## config.mk

```make
export PLATFORM = sky130hd
export DESIGN_NAME = param_shift_register
export DESIGN_NICKNAME = d
export VERILOG_FILES = /design/src/rtl/shift_reg_pkg.sv /design/src/rtl/barrel_shift_unit.sv /design/src/rtl/param_shift_register.sv
export SDC_FILE = /design/constraint.sdc
export NUM_CORES = 1
export LEC_CHECK = 0
export BUFFER_PORTS_ARGS = -buffer_cell sky130_fd_sc_hd__buf_4
export CORE_ASPECT_RATIO = 0.7
export CORE_MARGIN = 5
export CORE_UTILIZATION = 38
export DETAILED_ROUTE_END_ITERATION = 16
export PLACE_DENSITY_LB_ADDON = 0.1
export SYNTH_ARGS = -nofsm -noshare
export SYNTH_HDL_FRONTEND = slang
export SYNTH_SLANG_ARGS = --single-unit
```

## constraint.sdc

```tcl
create_clock -name clk -period 3.9 [get_ports clk]
set_clock_uncertainty 0.15 [all_clocks]
set_input_delay 0.195 -clock clk [delete_from_list [all_inputs] [get_ports clk]]
set_output_delay 0.195 -clock clk [all_outputs]
set_load 0.03 [all_outputs]
```

## src/rtl/shift_reg_pkg.sv

```systemverilog
// -----------------------------------------------------------------------------
// shift_reg_pkg
// Shared definitions for the parameterised shift register:
//   - mode_e       : operation select encoding driven on the 3-bit mode port
//   - is_shift_mode: true for the modes that move bits by a distance k
// -----------------------------------------------------------------------------
package shift_reg_pkg;

    typedef enum logic [2:0] {
        MODE_HOLD  = 3'b000,
        MODE_SHR   = 3'b001,
        MODE_SHL   = 3'b010,
        MODE_LOAD  = 3'b011,
        MODE_ROTR  = 3'b100,
        MODE_ROTL  = 3'b101,
        MODE_ASR   = 3'b110,
        MODE_CLEAR = 3'b111
    } mode_e;

    // Shift/rotate modes are the ones that consume amt and count events.
    function automatic logic is_shift_mode(input logic [2:0] m);
        logic r;
        case (m)
            MODE_SHR, MODE_SHL, MODE_ASR, MODE_ROTR, MODE_ROTL: r = 1'b1;
            default:                                            r = 1'b0;
        endcase
        return r;
    endfunction

endpackage : shift_reg_pkg

```

## src/rtl/barrel_shift_unit.sv

```systemverilog
// -----------------------------------------------------------------------------
// barrel_shift_unit
// Combinational next-state data path for the shift register.
//   data      in  WIDTH  current register contents
//   mode      in  3      operation select (shift_reg_pkg::mode_e)
//   k         in  AMT_W  shift/rotate distance
//   fill      in  1      serial fill bit for SHR/SHL (ignored by ASR/rotates)
//   next_data out WIDTH  shifted/rotated result (== data when not a legal shift)
//   sr_bit    out 1      bit exiting at the LSB side: data[k-1]
//   sl_bit    out 1      bit exiting at the MSB side: data[WIDTH-k]
//   shift_ok  out 1      shift/rotate mode with 0 < k < WIDTH
// -----------------------------------------------------------------------------
module barrel_shift_unit
    import shift_reg_pkg::*;
#(
    parameter  int WIDTH = 8,
    localparam int AMT_W = $clog2(WIDTH)
) (
    input  logic [WIDTH-1:0] data,
    input  logic [2:0]       mode,
    input  logic [AMT_W-1:0] k,
    input  logic             fill,
    output logic [WIDTH-1:0] next_data,
    output logic             sr_bit,
    output logic             sl_bit,
    output logic             shift_ok
);

    localparam logic [WIDTH-1:0] ONES = {WIDTH{1'b1}};

    logic [31:0]      k_ext_s;
    logic             k_legal_s;
    logic [WIDTH-1:0] hi_mask_s;   // k ones at the MSB end
    logic [WIDTH-1:0] lo_mask_s;   // k ones at the LSB end

    // Decode the distance, build the fill masks and select the shifted result.
    always_comb begin
        k_ext_s   = 32'(k);
        k_legal_s = (k != {AMT_W{1'b0}}) && (k_ext_s < 32'(WIDTH));
        hi_mask_s = ~(ONES >> k);
        lo_mask_s = ~(ONES << k);
        shift_ok  = k_legal_s && is_shift_mode(mode);

        case (mode)
            MODE_SHR:  next_data = (data >> k) | ({WIDTH{fill}} & hi_mask_s);
            MODE_ASR:  next_data = (data >> k) | ({WIDTH{data[WIDTH-1]}} & hi_mask_s);
            MODE_SHL:  next_data = (data << k) | ({WIDTH{fill}} & lo_mask_s);
            MODE_ROTR: next_data = (data >> k) | (data << (32'(WIDTH) - k_ext_s));
            MODE_ROTL: next_data = (data << k) | (data >> (32'(WIDTH) - k_ext_s));
            default:   next_data = data;
        endcase

        if (!shift_ok) begin
            next_data = data;
        end else begin
            next_data = next_data;
        end

        // Exiting bits: the last bit to leave each end after k single steps.
        sr_bit = 1'b0;
        sl_bit = 1'b0;
        for (int i = 0; i < WIDTH; i++) begin
            sr_bit = (k_ext_s == 32'(i + 1))     ? data[i] : sr_bit;
            sl_bit = (k_ext_s == 32'(WIDTH - i)) ? data[i] : sl_bit;
        end
    end

endmodule : barrel_shift_unit

```

## src/rtl/param_shift_register.sv

```systemverilog
// -----------------------------------------------------------------------------
// param_shift_register
// Parameterised universal shift register with serial outputs and a saturating
// shift-event counter.
//   clk       in  1      rising-edge clock
//   rst       in  1      synchronous active-high reset
//   en        in  1      operation enable (low holds everything)
//   mode      in  3      HOLD/SHR/SHL/LOAD/ROTR/ROTL/ASR/CLEAR
//   amt       in  AMT_W  shift/rotate distance
//   SRin      in  1      fill bit for SHR
//   SLin      in  1      fill bit for SHL
//   P_in      in  WIDTH  parallel load data
//   P_out     out WIDTH  register state
//   SRout     out 1      last bit exited at the LSB (SHR/ASR/ROTR)
//   SLout     out 1      last bit exited at the MSB (SHL/ROTL)
//   zero      out 1      P_out == 0 (combinational)
//   shift_cnt out CNT_W  saturating count of effective shift/rotate events
// -----------------------------------------------------------------------------
module param_shift_register
    import shift_reg_pkg::*;
#(
    parameter  int               WIDTH     = 8,
    parameter  logic [WIDTH-1:0] RESET_VAL = {WIDTH{1'b0}},
    parameter  int               CNT_W     = 8,
    localparam int               AMT_W     = $clog2(WIDTH)
) (
    input  logic             clk,
    input  logic             rst,
    input  logic             en,
    input  logic [2:0]       mode,
    input  logic [AMT_W-1:0] amt,
    input  logic             SRin,
    input  logic             SLin,
    input  logic [WIDTH-1:0] P_in,
    output logic [WIDTH-1:0] P_out,
    output logic             SRout,
    output logic             SLout,
    output logic             zero,
    output logic [CNT_W-1:0] shift_cnt
);

    localparam logic [CNT_W-1:0] CNT_MAX = {CNT_W{1'b1}};

    logic [WIDTH-1:0] p_out_r;
    logic             sr_out_r;
    logic             sl_out_r;
    logic [CNT_W-1:0] shift_cnt_r;

    logic             fill_s;
    logic [WIDTH-1:0] next_data_s;
    logic             sr_bit_s;
    logic             sl_bit_s;
    logic             shift_ok_s;
    logic [CNT_W-1:0] cnt_inc_s;

    // SHL fills from the left-shift serial input, everything else from SRin.
    always_comb begin
        if (mode == MODE_SHL) begin
            fill_s = SLin;
        end else begin
            fill_s = SRin;
        end
        cnt_inc_s = (shift_cnt_r == CNT_MAX) ? shift_cnt_r : shift_cnt_r + CNT_W'(1);
    end

    barrel_shift_unit #(
        .WIDTH (WIDTH)
    ) u_barrel_shift_unit (
        .data      (p_out_r),
        .mode      (mode),
        .k         (amt),
        .fill      (fill_s),
        .next_data (next_data_s),
        .sr_bit    (sr_bit_s),
        .sl_bit    (sl_bit_s),
        .shift_ok  (shift_ok_s)
    );

    // Register state, serial outputs and event counter.
    always_ff @(posedge clk) begin
        if (rst) begin
            p_out_r     <= RESET_VAL;
            sr_out_r    <= 1'b0;
            sl_out_r    <= 1'b0;
            shift_cnt_r <= {CNT_W{1'b0}};
        end else if (en) begin
            case (mode)
                MODE_LOAD: begin
                    p_out_r     <= P_in;
                    shift_cnt_r <= {CNT_W{1'b0}};
                end
                MODE_CLEAR: begin
                    p_out_r     <= {WIDTH{1'b0}};
                    shift_cnt_r <= {CNT_W{1'b0}};
                end
                MODE_SHR, MODE_ASR, MODE_ROTR: begin
                    if (shift_ok_s) begin
                        p_out_r     <= next_data_s;
                        sr_out_r    <= sr_bit_s;
                        shift_cnt_r <= cnt_inc_s;
                    end else begin
                        p_out_r     <= p_out_r;
                    end
                end
                MODE_SHL, MODE_ROTL: begin
                    if (shift_ok_s) begin
                        p_out_r     <= next_data_s;
                        sl_out_r    <= sl_bit_s;
                        shift_cnt_r <= cnt_inc_s;
                    end else begin
                        p_out_r     <= p_out_r;
                    end
                end
                default: begin
                    p_out_r <= p_out_r;
                end
            endcase
        end else begin
            p_out_r <= p_out_r;
        end
    end

    assign P_out     = p_out_r;
    assign SRout     = sr_out_r;
    assign SLout     = sl_out_r;
    assign shift_cnt = shift_cnt_r;
    assign zero      = (p_out_r == {WIDTH{1'b0}});

endmodule : param_shift_register

```

# Word-level counts from Yosys, hierarchy flattened

Index checks and enable logic that the tools add are counted.

Shift operators: 6
Eq/ne operators: 18
Reductions and logical operators: 13
Multiplexer cells: 22
Add/subtract/negate cells: 2
Bitwise operators: 10

Operators with widths:

| cell                | count |
|---|---|
| $or 8x8->8          | 5 |
| $pmux 8 s5          | 1 |
| $shl 8x32->8        | 1 |
| $shr 8x32->8        | 1 |
| $and 8x8->8         | 3 |
| $eq 3x3->1 const B  | 8 |
| $mux 8              | 3 |
| $pmux 8 s3          | 1 |
| $mux 1              | 16 |
| $not 8->8           | 2 |
| $pmux 8 s2          | 1 |
| $eq 3x2->1 const B  | 4 |
| $add 8x1->8 const B | 1 |
| $eq 8x8->1 const B  | 1 |
| $logic_not 8->1     | 1 |
| $reduce_and 4->1    | 2 |
| $shl 8x3->8         | 1 |
| $shl 8x3->8 const A | 1 |
| $shr 8x3->8         | 1 |
| $shr 8x3->8 const A | 1 |
| $eq 3x1->1 const B  | 2 |
| $ne 6x1->1 const B  | 1 |
| $reduce_and 3->1    | 2 |
| $reduce_bool 3->1   | 2 |
| 8 further kinds     | 9 |

Bits in registers: 18
Input bits: 19
Logic and storage cells: 75
Output and inout bits: 19

# Longest topological paths before layout

Depth after elaboration: 8
Mapped depth: 11
Depth with buffers taken out: 8

# Hierarchy

From an unflattened synthesis, not the netlist that was laid out.

Cells, all modules: 336
Area, all modules: 2,523.7 µm²

By module, submodules not included:

| module               | area each (µm²) | sequential area each (µm²) | times used | cells each |
|---|---|---|---|---|
| barrel_shift_unit    | 1,522.7         | 0.0                        | 1          | 220 |
| param_shift_register | 1,001.0         | 360.3                      | 1          | 116 |

# Worst setup path before layout

Ideal clock, no wire load.

Kind: input to register
Start: input port amt[0]
End: register p_out_r[5], in the netlist P_out[5]
Required time: 3.612 ns
Slack: 1.327 ns
Buffers on the path: 2
Cell stages on the path: 10
Library setup time: 0.138 ns
Arrival: 2.285 ns
Cells stage by stage: buf_4 > inv_2 > ha_1 > ha_1 > clkbuf_1 > mux4_2 > nand2b_1 > a21oi_1 > a2111oi_0 > o22ai_1

Word-level cells in the longest chain between the ends: 7
Elaborated cells on any way between the ends: 24
Those cells by class: add/sub: 1; eq/ne: 1; shift: 6; mux: 3; bitwise: 10; reduce/logical: 3

Ends and longest elaborated chain:

| item                                                                | line                        | source |
|---|---|---|
| from (decl)                                                         | param_shift_register.sv:31  | `input logic [AMT_W-1:0] amt,` |
| parallel branches: the longest is 7 deep, another holds $sub 4x3->5 | -                           |  |
| to (signal assigned)                                                | param_shift_register.sv:89  | `p_out_r <= P_in;` |
| to (signal assigned)                                                | param_shift_register.sv:98  | `p_out_r <= next_data_s;` |
| to (signal assigned)                                                | param_shift_register.sv:107 | `p_out_r <= next_data_s;` |
| to (decl)                                                           | param_shift_register.sv:44  | `logic [WIDTH-1:0] p_out_r;` |

Parallel ways; which one is timed is not known. The select of a mux whose other input is x is not followed.
A chain may end at the register's enable or synchronous reset.

# Worst setup path after layout

Start: input port amt[0]
End: register p_out_r[2], in the netlist P_out[2]

The elaborated chain is that of the path after synthesis.

==> results.toml <==
[timing]
fin_setup_tns_ns = 0
slew_headroom_pct = 41.00
fin_crit_ns = 2.938
finalSetupViolations = 0
hold_violations = 0
max_freq_mhz = 340.4
fin_crit_sh_pct = 75.33
max_slew.worst_pin.slew_ns = 0.8850
rsz0062_at_grt = "false"
slew_viol_final = 0
whs_ns = 0.06989

[setup_path]
end_kind = "flip-flop"
crit_fanout = 42
timing.rr.end = "P_out[6]"
worstSetupPathType = "input port to flip-flop"
r2r_setup_slack_ns = 1.44
worstPathRequired_ns = 3.90
worstSetupStartpointType = "input port"
r2r.worst_path.cells = 4
cp.arrival_ns = 2.93
r2r_start = "P_out[6]"
startpoint = "amt[0]"

[clock_network]
cts_setup_buffers = 0
cts_tree = "built"
cts_buffers = 3
htreeDepth = 1
cts.sinks = 18
cts_root_buf = "clkbuf_8"
cts_buffer_depth = 2
cts_resized = 0
clock_latency_ns = 0.26
cts_hold_buf = 0
clk_pin_slew_worst_paths_ns = 0.08

[logic_synthesis]
synthCells = 328
ys_seq_area_share_pct = 13.79
synth_seq_cells = 18
synth_compound_area_share_pct = 30.54
synth_top_area_share_pct = 13.79
synth_area_per_cell_um2 = 7.969
synthTopCellsByArea = "dfxtp_1, mux4_2, a21oi_1"
synthMuxAreaShare_pct = 18.33
synth_edf_count = 0
synth_fa_ha_area_share_pct = 3.830
ys.flop_type = "dfxtp_1"
synthesis.area_um2 = 2614
synth_top_family_by_area = "compound AO/OA/AOI/OAI gates"
async_flop_share_pct = 0
synth_nets = 355
synth_top_cell_by_area = "dfxtp_1"
yosysWarnings = 0
synth-xor-area-share_pct = 0
synth-simple-area-share_pct = 25.42
ys_types = 73

[finish]
seqCellArea_um2 = 360.3
drive_gt1_share_pct = 22.26
synthToLayoutAreaGrowth_pct = 10.58
n_fill_cell = 690
most-common-layout-cells = "buf_4, a21oi_1, nand2_1, nor2_1, dfxtp_1"
antenna_cells = 0
multi_input_area_um2 = 2042
instances_no_fill = 431
final_common_cell = "buf_4"
fin_area_um2 = 2890
utilization_pct = 42.98
layout.nets = 365

[floorplanning]
core-area_um2 = 6725
rows = 25
start_util_pct = 38.87
chipHeight_um = 79.39
fp.dieArea_um2 = 8663
ios = 38
die_w_um = 109.1

[global_route]
grt_start_max_net_pins = 43
grt_pass1_wl_mm = 14.68
globalRouteTotalUtil_pct = 21.73
antenna_found_initial = 0
grt_pass1_vias = 2551
overflow = 0

[drt]
drtIter0Drc = 278
drcViolationCount = 0
avgViaCountPerCell = 6.341
routedWlPerCell_um = 21.30
wirelength_mm = 9.182
drtPass1Iterations = 5
vias = 2733
antenna_left = 0

[placed_design]
place_area_um2 = 2835
numPortBuffers = 37
hpwl_mm = 6.664
gp_congestion = 0.9333
place_inst = 427

[pwr]
power_leakage_uw = 0.001040
sw_frac_of_total_pct = 40.98
intPower_uw = 415.1
combPwrFrac_pct = 44.0
p_per_area_nw_per_um2 = 243.4
power_switching_uw = 288.2
pwr-share-seq_pct = 33.6
ir_worst_vdd_mv = 0.1369
clock_power_share_pct = 22.5

[hold_path]
holdPathEnd = "P_out[2]"
hp-class = "input port to flip-flop"
hold_depth = 3
min_from = "P_in[2]"

[status]
outcome = "completed"

[run]
cap_viol_max_count = 0
[critical path, cell delays in order]
cell	delay, ns
buf_4	0.40
inv_2	0.18
ha_1	0.92
mux4_2	0.61
nor2_1	0.21
nor3_1	0.10
o21ai_0	0.19
o22ai_1	0.10
[registers in the layout, summed over array words and instances, names as in the netlist]
name,cells
SLout,1
shift_cnt,8
SRout,1
P_out,8
[worst max-delay path by stage]
stage	endpoint	slack, ns
global placement	P_out[6]	0.76
finish	P_out[2]	0.96
CTS	P_out[6]	1.02
detailed placement	P_out[7]	0.74
global route	P_out[6]	0.69
floorplan	P_out[5]	1.33
[final cells by class]
cell class                 instances  area share (%)
multi-input combinational        269           70.65
tap                               94           4.069
clock buffer                       4           1.905
inverter                           8           1.039
timing repair buffer              38           9.870
sequential                        18           12.47
[routing by layer]
metal	vias up	GRT usage, %	share of wire (%)
met1	1307	35.42	51
met3	6	4.770	8.9
li1	1290	-	-
met4	0	2.270	0.66
met5	-	0	0
met2	130	29.11	40
[per-stage QoR]
step / total power [uW] / setup slack, ns
after floorplan: 451.1 / 1.327
after global placement: 543.7 / 0.7605
after detailed placement: 542.9 / 0.7389
after CTS: 700.3 / 1.015
after global routing: 745.8 / 0.6947
final: 703.4 / 0.9620
[power groups by stage]
stage	Clock (uW)	Sequential, uW	Combinational, uW
3_3_place_gp	0	238	306
5_1_grt	171	239	336
6_report	158	236	309
4_1_cts	161	234	306
3_5_place_dp	0	239	304
2_1_floorplan	0	225	226
[cell usage after synthesis, drive strengths merged, types with 4 or more instances]
cell     number
a21oi        28
a2111oi       4
nor3          7
dfxtp        18
mux2i        13
and2          6
nand2b       11
nor2         19
inv           8
nand2        27
a211oi        6
mux4         14
nor2b        10
and3          4
o221ai        4
o21ai        13
clkbuf       14
nand3        10
buf          19
o22ai         6
o211ai        4
o2111ai       4
ha            8
or4           5
or3           8
[cells by family (layout without fill, tap and decap cells)]
family / Yosys count / after routing
flops: 18 / 18
buf+inv: 41 / 50
compound gates: 109 / 109
simple gates: 122 / 122
fa+ha+maj: 8 / 8
mux: 30 / 30
No activity file was read; power rests on OpenSTA's default activity.
